`src/rtl/periph_bus_pkg.sv`:
```
// Shared types and defaults for the peripheral bus bridge.
package periph_bus_pkg;

  typedef enum logic [1:0] {
    IDLE,
    STROBE,
    RESP
  } bridge_state_t;

  localparam int unsigned DEFAULT_BUSWIDTH = 32;

endpackage

```
`src/rtl/periph_addr_decode.sv`:
```
// Word-address decoder: one-hot register select gated by enable, plus an in-range flag.
module periph_addr_decode #(
  parameter int unsigned REGS      = 1,
  parameter int unsigned ADDRWIDTH = 1
) (
  input  logic [ADDRWIDTH-1:0] addr,
  input  logic                 en,
  output logic [REGS-1:0]      onehot,
  output logic                 in_range
);

  logic [REGS-1:0] match;

  always_comb begin
    match = '0;
    for (int i = 0; i < REGS; i++) begin
      match[i] = (addr == ADDRWIDTH'(i));
    end
  end

  // Codes with no matching register (REGS not a power of two) fall out as out-of-range.
  assign in_range = |match;
  assign onehot   = match & {REGS{en}};

endmodule

```
`src/rtl/peripheral_bus_bridge.sv`:
```
// Single-beat request/response bridge into a register file with per-register strobes
// and a saturating count of out-of-range accesses.
module peripheral_bus_bridge
  import periph_bus_pkg::*;
#(
  parameter int unsigned BUSWIDTH  = DEFAULT_BUSWIDTH,
  parameter int unsigned REGS      = 1,
  parameter int unsigned ADDRWIDTH = (REGS > 1) ? $clog2(REGS) : 1,
  parameter int unsigned ERRCNTW   = 8
) (
  input  logic                           clk,
  input  logic                           reset,
  input  logic                           req_valid,
  output logic                           req_ready,
  input  logic                           req_write,
  input  logic [ADDRWIDTH-1:0]           req_addr,
  input  logic [BUSWIDTH-1:0]            req_wdata,
  output logic                           rsp_valid,
  input  logic                           rsp_ready,
  output logic [BUSWIDTH-1:0]            rsp_rdata,
  output logic                           rsp_error,
  output logic [BUSWIDTH-1:0]            reg_data_in,
  input  logic [REGS-1:0][BUSWIDTH-1:0]  reg_data_out,
  output logic [REGS-1:0]                reg_write_en,
  output logic [REGS-1:0]                reg_read_en,
  output logic [ERRCNTW-1:0]             err_count
);

  bridge_state_t       state;
  logic                write_q;
  logic                accept;
  logic                in_range;
  logic [REGS-1:0]     sel;
  logic [BUSWIDTH-1:0] read_mux;

  assign req_ready = (state == IDLE);
  assign accept    = req_valid & req_ready;

  periph_addr_decode #(
    .REGS      (REGS),
    .ADDRWIDTH (ADDRWIDTH)
  ) u_decode (
    .addr     (req_addr),
    .en       (accept),
    .onehot   (sel),
    .in_range (in_range)
  );

  // The registered read strobe doubles as the read-data select during STROBE.
  always_comb begin
    read_mux = '0;
    for (int i = 0; i < REGS; i++) begin
      if (reg_read_en[i]) read_mux = read_mux | reg_data_out[i];
    end
  end

  always_ff @(posedge clk) begin
    if (reset) begin
      state        <= IDLE;
      write_q      <= 1'b0;
      rsp_valid    <= 1'b0;
      rsp_rdata    <= '0;
      rsp_error    <= 1'b0;
      reg_data_in  <= '0;
      reg_write_en <= '0;
      reg_read_en  <= '0;
      err_count    <= '0;
    end else begin
      reg_write_en <= '0;
      reg_read_en  <= '0;
      unique case (state)
        IDLE: begin
          if (accept) begin
            write_q     <= req_write;
            reg_data_in <= req_wdata;
            if (in_range) begin
              reg_write_en <= sel & {REGS{req_write}};
              reg_read_en  <= sel & {REGS{~req_write}};
              rsp_error    <= 1'b0;
              state        <= STROBE;
            end else begin
              rsp_rdata <= '0;
              rsp_error <= 1'b1;
              rsp_valid <= 1'b1;
              state     <= RESP;
            end
          end
        end
        STROBE: begin
          rsp_rdata <= write_q ? '0 : read_mux;
          rsp_valid <= 1'b1;
          state     <= RESP;
        end
        RESP: begin
          if (rsp_ready) begin
            rsp_valid <= 1'b0;
            if (rsp_error && (err_count != '1)) err_count <= err_count + 1'b1;
            state <= IDLE;
          end
        end
        default: state <= IDLE;
      endcase
    end
  end

endmodule

```
`config.mk`:
```
export PLATFORM = sky130hd
export DESIGN_NAME = peripheral_bus_bridge
export DESIGN_NICKNAME = d
export VERILOG_FILES = /design/src/rtl/periph_bus_pkg.sv /design/src/rtl/periph_addr_decode.sv /design/src/rtl/peripheral_bus_bridge.sv
export SDC_FILE = /design/constraint.sdc
export NUM_CORES = 1
export LEC_CHECK = 0
export ABC_AREA = 1
export CAP_MARGIN = 0
export CELL_PAD_IN_SITES_DETAIL_PLACEMENT = 1
export CELL_PAD_IN_SITES_GLOBAL_PLACEMENT = 2
export CORE_ASPECT_RATIO = 1.1
export CORE_MARGIN = 2
export CORE_UTILIZATION = 19
export CTS_CLUSTER_SIZE = 30
export DETAILED_ROUTE_END_ITERATION = 6
export PLACE_DENSITY = 0.74
export SLEW_MARGIN = 20
export SYNTH_ARGS = -nofsm -noshare
export SYNTH_HDL_FRONTEND = slang
export SYNTH_SLANG_ARGS = --single-unit
```
`constraint.sdc`:
```
create_clock -name clk -period 1.23 [get_ports clk]
set_clock_uncertainty 0.15 [all_clocks]
set_input_delay 0.123 -clock clk [delete_from_list [all_inputs] [get_ports clk]]
set_output_delay 0.123 -clock clk [all_outputs]
set_load 0.01 [all_outputs]
```
==> results_dict.tcl, run 1 <==
set metrics [dict create \
    die_h_um 135 \
    syn_area_mm2 0.00298 \
    yosysMostFrequentCell "nand2_1" \
    finalWorstSetupSlack_ns -0.234 \
    worst_slew_margin_rel 0.723 \
    die_w_um 123 \
    drtIter0Drc 117 \
    grt_max_degree 39 \
    max_freq_mhz 683 \
    netlist_top_cells_area "dfxtp_1, nand2_1, nor2_1, o21ai_0, a21oi_1" \
    wire_per_inst_um 15.1 \
    ir_worst_vdd_mv 0.461 \
    fin_cells 772 \
    postRouteAntennaNets 0 \
    hp-class "primary input to flip-flop" \
    maxCapViolCount 0 \
    violations "setup timing" \
    crit_path_end_kind "flip-flop" \
    max_stage_delay_ns 0.38 \
    syn-instance-count 380 \
    cp_data_arrival_time_ns 1.57 \
    n_fill_cell 1742 \
    hold_ws_ns 0.189 \
    cts_root_buf "clkbuf_16" \
    crit_required_ns 1.34 \
    multi_input_area_mm2 0.00164 \
    place_area_mm2 0.00487 \
    path_cells "inv_4 > nand2_4 > nor3b_4 > buf_6 > clkbuf_16 > nand2_1 > a21oi_1" \
    path_class "flip-flop to flip-flop" \
    worst-path-buf-inv 3 \
    h-tree-depth 3 \
    antenna_cells 0 \
    antenna_found_initial 0 \
    regArea_mm2 0.00163 \
    ys_async_sr_fraction 0 \
    outcome "finished with violations" \
    ys_ff_latch 79 \
    initial_core_util 0.192 \
    synth_enable_flop_cells 0 \
    hpwl_um 7350 \
    synth_warnings 0 \
    grt.total_usage 0.135 \
    ys_types 22 \
    worst_path_max_delay_cell "dfxtp_4" \
    p_per_area_mw_per_mm2 1180 \
    ioPinCount 147 \
    critPathLaunchType "flip-flop" \
    leakage_nw 2.28 \
    fin_crit_ns 1.46 \
    numCtsBuffers 9 \
    wirelength_um 11700 \
    place_inst 734 \
    finalSetupViolations 78 \
    final_nets 639 \
    seq_area_frac_synth 0.530 \
    rsz0062_at_grt "yes" \
    yosys.area.top_type "dfxtp_1" \
    grt_pass1_wl_um 17100 \
    synth_top_area_share 0.530 \
    via_per_inst 4.21 \
    drc_errors 0 \
    core.rowCount 48 \
    placement.io_buffers 146 \
    cts_buffer_depth 2 \
    dr.pass1.iters 3 \
    fp.coreArea_mm2 0.0156 \
    final_hold_viol_count 0 \
    grt_pass1_vias 3392 \
    cp_max_fo 8 \
    worst_pin_slew_ns 0.415 \
    place_ws_ns -0.362 \
    area_growth_pct 94.9 \
    final_layout_size_suffix_gt1_frac 0.470 \
    place_congestion 0.716 \
    die_area_mm2 0.0167 \
    syn_avg_cell_area_um2 7.85 \
    num_vias 3252 \
    path_clk_slew_ns 0.06 \
    synth_nets 451 \
    grt_overflow 0 \
    final_cell_area_mm2 0.00581 \
    yosys-top-cells-count "nand2_1, nor2_1, dfxtp_1, o21ai_0, a21oi_1" \
    finalCritPeriodShare 1.19 \
    cts_tree "yes" \
    synth-main-ff-cell "dfxtp_1" \
    drv_slew 0 \
    cts_sinks 79 \
    cp_top_family "flip-flops" \
    clock_latency_ns 0.34 \
]
==> worst reg2reg max path: stages (launching register included) <==
cell       delay (ns)
dfxtp_4          0.38
inv_4            0.06
nand2_4          0.06
nor3b_4          0.22
buf_6            0.15
clkbuf_16        0.15
nand2_1          0.06
a21oi_1          0.16
==> timing repair <==
item                       CTS  global route
cloned                       4             6
setup endpoints to repair  151           138
hold endpoints to repair     7             0
buffers inserted             6             7
hold buffers                 1             0
pin swaps                   39            20
resized for setup          277           157
==> layout by cell type (no fill, tap or decap), types with 8 or more instances in the layout <==
cell | synthesis | layout
clkdlybuf4s50_1 | 0 | 68
nand2_1 | 88 | 63
dfxtp_1 | 79 | 52
nor2_1 | 81 | 34
clkbuf_2 | 0 | 34
nor2_2 | 0 | 28
a21oi_1 | 34 | 27
o21ai_1 | 0 | 24
nand2_2 | 10 | 24
buf_4 | 0 | 23
dfxtp_2 | 0 | 21
nor2_4 | 0 | 19
clkdlybuf4s15_2 | 0 | 16
a21oi_2 | 8 | 14
clkbuf_16 | 0 | 14
buf_2 | 4 | 14
buf_6 | 6 | 13
nand2_4 | 1 | 12
clkdlybuf4s15_1 | 0 | 11
inv_1 | 12 | 10
buf_12 | 0 | 8
==> kinds of logic (layout without fill, tap and decap cells) <==
kind of cell / Yosys count / after routing / share of synthesized area
AO/OA/AOI/OAI: 78 / 78 / 0.146
XOR/XNOR: 2 / 2 / 0.00588
adder cells (fa/ha/maj): 1 / 1 / 0.00420
buffers and inverters: 33 / 225 / 0.0583
flip-flops: 79 / 79 / 0.530
AND/OR/NAND/NOR: 187 / 187 / 0.255
==> path summary, 6_finish.rpt <==
| kind | start | to | slack, ns | cells past startpoint |
|---|---|---|---|---|
| setup / recovery | state[1] | rsp_rdata[14] | -0.23 | 7 |
| hold / removal | reg_data_out[4] | rsp_rdata[4] | 0.19 | 3 |
| setup reg to reg | state[1] | rsp_rdata[14] | -0.23 | 7 |
| hold reg to reg | rsp_rdata[21] | rsp_rdata[21] | 0.31 | 2 |
==> registers in the layout, summed over array words and instances, names as in the netlist <==
signal and count:
state 2, reg_data_in 32, rsp_rdata 32, rsp_error 1, rsp_valid 1, reg_read_en 1
err_count 8, write_q 1, reg_write_en 1
==> per-stage QoR <==
| step | power, mW | util | setup TNS (ns) |
|---|---|---|---|
| 6_report | 6.86 | 0.374 | -11.63 |
| 5_1_grt | 7.22 | 0.374 | -17.84 |
| 4_1_cts | 6.83 | 0.356 | -10.88 |
| 3_3_place_gp | 3.75 | 0.313 | -17.82 |
| 3_5_place_dp | 3.77 | 0.313 | -20.83 |
| 2_1_floorplan | 3.17 | - | -2.37 |
==> per-layer routing <==
metal,GRT usage,share of wire
met1,0.150,0.40
met2,0.225,0.50
met3,0.0513,0.082
met4,0.0612,0.017
met5,0,0
==> power breakdown <==
group,total (mW),switching (mW),leakage [nW],internal [mW]
Clock,2.79,1.05,0.151,1.74
Combinational,1.29,0.592,1.47,0.701
Sequential,2.78,0.101,0.658,2.68
==> area by class of cell <==
class / count / area share
inverters: 13 / 0.0106
clock inverters: 2 / 0.00624
well taps: 200 / 0.0431
flip-flops and latches: 79 / 0.281
clock buffers: 13 / 0.0467
repair buffers: 197 / 0.331
multi-input cells: 268 / 0.281
No activity file was read; power rests on OpenSTA's default activity.
==> run 2, diff against run 1 <==
--- a/config.mk
+++ b/config.mk
@@ -8,13 +8,13 @@
 export ABC_AREA = 1
 export CAP_MARGIN = 0
 export CELL_PAD_IN_SITES_DETAIL_PLACEMENT = 1
-export CELL_PAD_IN_SITES_GLOBAL_PLACEMENT = 2
+export CELL_PAD_IN_SITES_GLOBAL_PLACEMENT = 1
 export CORE_ASPECT_RATIO = 1.1
 export CORE_MARGIN = 2
-export CORE_UTILIZATION = 19
+export CORE_UTILIZATION = 25
 export CTS_CLUSTER_SIZE = 30
 export DETAILED_ROUTE_END_ITERATION = 6
-export PLACE_DENSITY = 0.74
+export PLACE_DENSITY = 0.75
 export SLEW_MARGIN = 20
 export SYNTH_ARGS = -nofsm -noshare
 export SYNTH_HDL_FRONTEND = slang
==> run 2 against run 1 <==
Against the previous run:
- the run still ends with setup timing left
- wire length is 0.34% lower
- core utilization up 13 points
- sequential share of layout area barely moved
- register-to-register slack about the same
- sequential cell count is the same
- via count is 0.46% lower
- count of clock-buffer cells in the layout down 3
- sequential power down 1%
- total power is 5.0% higher
- setup slack worse by 0.0062 ns
- cell count decreased by 7.0%
- highest routed layer unchanged
==> results_dict.tcl, run 2 (same netlist as run 1, synthesis figures left out) <==
set metrics [dict create \
    hpwl_um 7040 \
    cp_max_fo 16 \
    rsz0062_at_grt "yes" \
    p_per_area_mw_per_mm2 1250 \
    drc_errors 0 \
    final_hold_viol_count 0 \
    outcome "finished with violations" \
    antenna_found_initial 0 \
    wire_per_inst_um 16.2 \
    clock_latency_ns 0.34 \
    cp_data_arrival_time_ns 1.59 \
    final_cell_area_mm2 0.00577 \
    max_freq_mhz 680 \
    crit_required_ns 1.35 \
    antenna_cells 0 \
    maxCapViolCount 0 \
    grt_max_degree 40 \
    layout_common_cells "nor2_1, clkdlybuf4s50_1, nand2_1" \
    worstReg2RegEnd "rsp_rdata[30]" \
    dr.pass1.iters 3 \
    place_congestion 0.765 \
    worstSetupEndpoint "rsp_rdata[30]" \
    reg2regPathDepth 7 \
    critPathLaunch "state[1]" \
    path_clk_slew_ns 0.06 \
    place_area_mm2 0.00479 \
    timing.rr.start "state[1]" \
    die_area_mm2 0.0128 \
    final_layout_size_suffix_gt1_frac 0.398 \
    finalCritPeriodShare 1.19 \
    wirelength_um 11600 \
    finalWorstSetupSlack_ns -0.240 \
    h-tree-depth 3 \
    wl_met2_um 6080 \
    die_h_um 119 \
    place_inst 679 \
    path_class "flip-flop to flip-flop" \
    ir_worst_vdd_mv 0.691 \
    violations "setup timing" \
    worst_path_max_delay_cell "dfxtp_4" \
    numCtsBuffers 9 \
    final_common_cell "nor2_1" \
    met1Wirelength_um 4470 \
    worst_pin_slew_ns 0.314 \
    grt_pass1_wl_um 16800 \
    grt.total_usage 0.170 \
    drtIter0Drc 66 \
    critPathLaunchType "flip-flop" \
    area_growth_pct 93.7 \
    cts_root_buf "clkbuf_16" \
    fin_tns_setup_ns -13.54 \
    num_vias 3237 \
    top_regs "reg_data_in x32, rsp_rdata x32, err_count x8" \
    drv_slew 0 \
    grt_overflow 0 \
    fp.coreArea_mm2 0.0115 \
    leakage_nw 2.31 \
    fin_cells 718 \
    placement.io_buffers 146 \
    fin_crit_ns 1.47 \
    finalSetupViolations 80 \
    max_stage_delay_ns 0.37 \
    min-delay-start "reset" \
    rrSetupSlack_ns -0.24 \
    ioPinCount 147 \
    crit_path_end_kind "flip-flop" \
    via_per_inst 4.51 \
    grt_pass1_vias 3292 \
    postRouteAntennaNets 0 \
    route.met3.wl_um 872 \
    top_layer "met4" \
    die_w_um 108 \
    cts_buffer_depth 2 \
    initial_core_util 0.258 \
    final_nets 634 \
    cts_sinks 79 \
    worst_slew_margin_rel 0.791 \
    core.rowCount 41 \
    path_cells "inv_2 > nand2_4 > nor3b_4 > buf_6 > clkbuf_16 > nand2_1 > a21oi_1" \
    cts_tree "yes" \
    hp-class "primary input to flip-flop" \
]
[run 2: changes by cell type in the layout (fill, tap and decap cells not counted), moves of 7 or more]
cell	change
nor2_2	-23
nor2_4	-12
buf_2	-9
a21oi_2	+7
dfxtp_1	+14
clkdlybuf4s15_2	-8
o21ai_2	+19
nor2_1	+35
dfxtp_2	-16
o21ai_1	-18
a21oi_1	-7
clkdlybuf4s15_1	+18
[run 2: worst min-delay path by stage]
stage                    end  slack [ns]  cells after the start
2_1_floorplan    reg_read_en        0.05                      1
3_3_place_gp   rsp_rdata[14]        0.30                      2
3_5_place_dp   rsp_rdata[17]        0.30                      2
4_1_cts             state[1]        0.08                      3
5_1_grt        rsp_rdata[23]        0.11                      3
6_report       rsp_rdata[23]        0.09                      3
[run 2: area by class of cell]
type                    instances  area (um2)
inverters                      13        58.8
flip-flops and latches         79        1620
clock buffers                  10         250
well taps                     150         188
fillers                      1327        5770
repair buffers                192        1950
clock inverters                 6         105
multi-input cells             268        1600
[run 2: power by group]
group	switching, mW	internal (mW)	leakage [nW]	total, mW
clock network	1.08	2.10	0.177	3.18
registers	0.0736	2.67	0.654	2.74
logic	0.590	0.700	1.48	1.29
[run 2: metal layers]
metal | GRT usage | vias up
met4 | 0.0745 | 0
met5 | 0 | -
met3 | 0.0579 | 15
li1 | - | 1581
met1 | 0.182 | 1537
met2 | 0.298 | 104
[run 2: metrics by stage]
stage               utilization  power, mW  hold WS (ns)  setup slack [ns]
floorplan                     -       3.17        0.0454           -0.0828
global placement          0.415       3.73         0.297            -0.291
detailed placement        0.415       3.76         0.303            -0.343
CTS                       0.482       7.18        0.0844            -0.208
global route              0.500       7.51         0.111            -0.306
finish                    0.500       7.20        0.0947            -0.240
[run 2: what timing repair did]
item,CTS,global route
buffers inserted,7,6
pin swaps,14,20
hold buffers,0,0
gates cloned,7,4
endpoints found under the setup margin,151,137
gates resized for setup,242,125
[run 2: worst max-delay path: cells and delay by family, from the launching register on]
family	cells	cell delay, ns
flip-flops	1	0.37
AO/OA/AOI/OAI	1	0.14
AND/OR/NAND/NOR	3	0.34
buffers and inverters	3	0.39
==> run 3, diff against run 2 <==
--- a/config.mk
+++ b/config.mk
@@ -5,7 +5,7 @@
 export SDC_FILE = /design/constraint.sdc
 export NUM_CORES = 1
 export LEC_CHECK = 0
-export ABC_AREA = 1
+export ABC_AREA = 0
 export CAP_MARGIN = 0
 export CELL_PAD_IN_SITES_DETAIL_PLACEMENT = 1
 export CELL_PAD_IN_SITES_GLOBAL_PLACEMENT = 1
@@ -14,7 +14,7 @@
 export CORE_UTILIZATION = 25
 export CTS_CLUSTER_SIZE = 30
 export DETAILED_ROUTE_END_ITERATION = 6
-export PLACE_DENSITY = 0.75
+export PLACE_DENSITY = 0.76
 export SLEW_MARGIN = 20
 export SYNTH_ARGS = -nofsm -noshare
 export SYNTH_HDL_FRONTEND = slang
==> run 3 against run 2 <==
Against the previous run:
- count of clock-buffer cells in the layout unchanged
- critical endpoint is now err_count[5]
- non-clock buffer count rose by 22
- the run still ends with setup timing left
- synthesized cell count shrank 17%
- clock power down 26%
- register-to-register slack got worse by 0.13 ns
- sequential power down 2%
==> results_dict.tcl, run 3 <==
set metrics [dict create \
    rsz0062_at_grt "yes" \
    grt_pass1_vias 3428 \
    antenna_found_initial 0 \
    max_freq_mhz 624 \
    crit_required_ns 1.35 \
    hpwl_um 6840 \
    numCtsBuffers 9 \
    ys_async_sr_fraction 0 \
    die_area_mm2 0.0119 \
    hp-class "primary input to flip-flop" \
    critPathLaunchType "flip-flop" \
    wirelength_um 11700 \
    synth_top_area_share 0.572 \
    seq_area_frac_synth 0.572 \
    initial_core_util 0.255 \
    cp_max_fo 4 \
    postRouteAntennaNets 0 \
    h-tree-depth 3 \
    worst_slew_margin_rel 0.813 \
    yosys-top-cells-count "dfxtp_1, nand2_1, a21oi_1, nor2_1, a22oi_1" \
    grt_max_degree 25 \
    leakage_nw 2.25 \
    syn-instance-count 317 \
    final_common_cell "clkdlybuf4s50_1" \
    core.rowCount 40 \
    num_vias 3108 \
    top_regs "reg_data_in x32, rsp_rdata x32, err_count x8" \
    die_w_um 104 \
    ir_worst_vdd_mv 0.663 \
    place_congestion 0.759 \
    ioPinCount 147 \
    synth_enable_flop_cells 0 \
    power_mw 6.20 \
    drc_errors 0 \
    antenna_cells 0 \
    path_clk_slew_ns 0.06 \
    drtIter0Drc 70 \
    syn_avg_cell_area_um2 8.72 \
    fin_crit_ns 1.60 \
    cts_tree "yes" \
    rrSetupSlack_ns -0.37 \
    worst_pin_slew_ns 0.280 \
    cts_sinks 79 \
    path_class "flip-flop to flip-flop" \
    cts_buffer_depth 2 \
    outcome "finished with violations" \
    grt.total_usage 0.199 \
    cts_root_buf "clkbuf_16" \
    area_growth_pct 106 \
    synth_nets 388 \
    drv_slew 0 \
    netlist_top_cells_area "dfxtp_1, nand2_1, a22oi_1, a21oi_1, nor2_1" \
    wire_per_inst_um 17.4 \
    final_hold_viol_count 0 \
    yosys.area.top_type "dfxtp_1" \
    cp_data_arrival_time_ns 1.72 \
    fp.coreArea_mm2 0.0109 \
    final_nets 589 \
    final_layout_size_suffix_gt1_frac 0.396 \
    grt_overflow 0 \
    finalWorstSetupSlack_ns -0.373 \
    yosysMostFrequentCell "dfxtp_1" \
    fin_tns_setup_ns -23.52 \
    ys_types 28 \
    ys_ff_latch 79 \
    dr.pass1.iters 4 \
    violations "setup timing" \
    clock_latency_ns 0.34 \
    crit_path_end_kind "flip-flop" \
    placement.io_buffers 146 \
    via_per_inst 4.64 \
    synth-main-ff-cell "dfxtp_1" \
    maxCapViolCount 0 \
    layout_common_cells "clkdlybuf4s50_1, nand2_1, dfxtp_1" \
    grt_pass1_wl_um 18200 \
    finalSetupViolations 80 \
    synth_warnings 0 \
    finalCritPeriodShare 1.30 \
    die_h_um 114 \
    p_per_area_mw_per_mm2 1090 \
    syn_area_mm2 0.00277 \
]
## run 3: cell count changes in the layout (fill, tap and decap cells not counted), sizes merged, moves of 8 or more
cell | previous run | this run
nor2 | 81 | 35
a22oi | 0 | 32
o21ai | 35 | 3
buf | 49 | 77
nand2 | 99 | 73
inv | 13 | 1
clkbuf | 45 | 37
## run 3: power breakdown
part           internal, mW  leakage [nW]  switching [mW]
combinational         0.679          1.47           0.483
clock                  1.34         0.131            1.02
sequential             2.63         0.651          0.0465
## run 3: cell type report
cell class	count	area (um2)
flip-flops and latches	79	1610
well taps	147	184
fillers	1230	5150
repair buffers	214	2260
multi-input cells	213	1390
clock inverters	6	27.5
inverters	1	3.75
clock buffers	10	229
## run 3: logic make-up after synthesis
| kind of cell | Yosys count | share of synthesized area |
|---|---|---|
| buffers and inverters | 25 | 0.0407 |
| adder cells (fa/ha/maj) | 1 | 0.00452 |
| flip-flops | 79 | 0.572 |
| multiplexers | 1 | 0.00362 |
| AO/OA/AOI/OAI | 82 | 0.182 |
| XOR/XNOR | 1 | 0.00317 |
| AND/OR/NAND/NOR | 128 | 0.194 |
## run 3: path summary, 6_finish.rpt
check / startpoint / to / cells past startpoint
worst max-delay path: state[0] / err_count[5] / 4
worst min register to register: reg_data_in[27] / reg_data_in[27] / 2
worst min-delay path: req_wdata[4] / reg_data_in[4] / 3
worst max register to register: state[0] / err_count[5] / 4
## run 3: what timing repair did
item,CTS,global route
endpoints found under the hold margin,2,0
resized for setup,214,73
cloned,12,2
hold buffers,1,0
setup buffers,17,5
endpoints found under the setup margin,156,128
pin swaps,11,9
## run 3: worst max-delay path, cell delays in order, from the launching register on
cell      delay [ns]
dfxtp_4         0.35
nand4b_1        0.21
o21bai_4        0.22
or4_4           0.49
a21oi_2         0.12
## run 3: metal layers
metal / vias up / share of wire / GRT usage
met5: - / 0 / 0
met4: 0 / 0.018 / 0.0739
met1: 1503 / 0.37 / 0.203
li1: 1498 / - / -
met3: 13 / 0.054 / 0.0518
met2: 94 / 0.56 / 0.386
## run 3: stage by stage
stage / utilization / std cells / cell area, um2 / hold WS [ns] / setup slack, ns
floorplan: - / 317 / 3010 / 0.0511 / -0.248
global placement: 0.441 / 617 / 4790 / 0.277 / -0.540
detailed placement: 0.441 / 617 / 4790 / 0.272 / -0.585
CTS: 0.524 / 663 / 5690 / 0.172 / -0.368
global route: 0.526 / 670 / 5710 / 0.195 / -0.413
finish: 0.526 / 670 / 5710 / 0.183 / -0.373
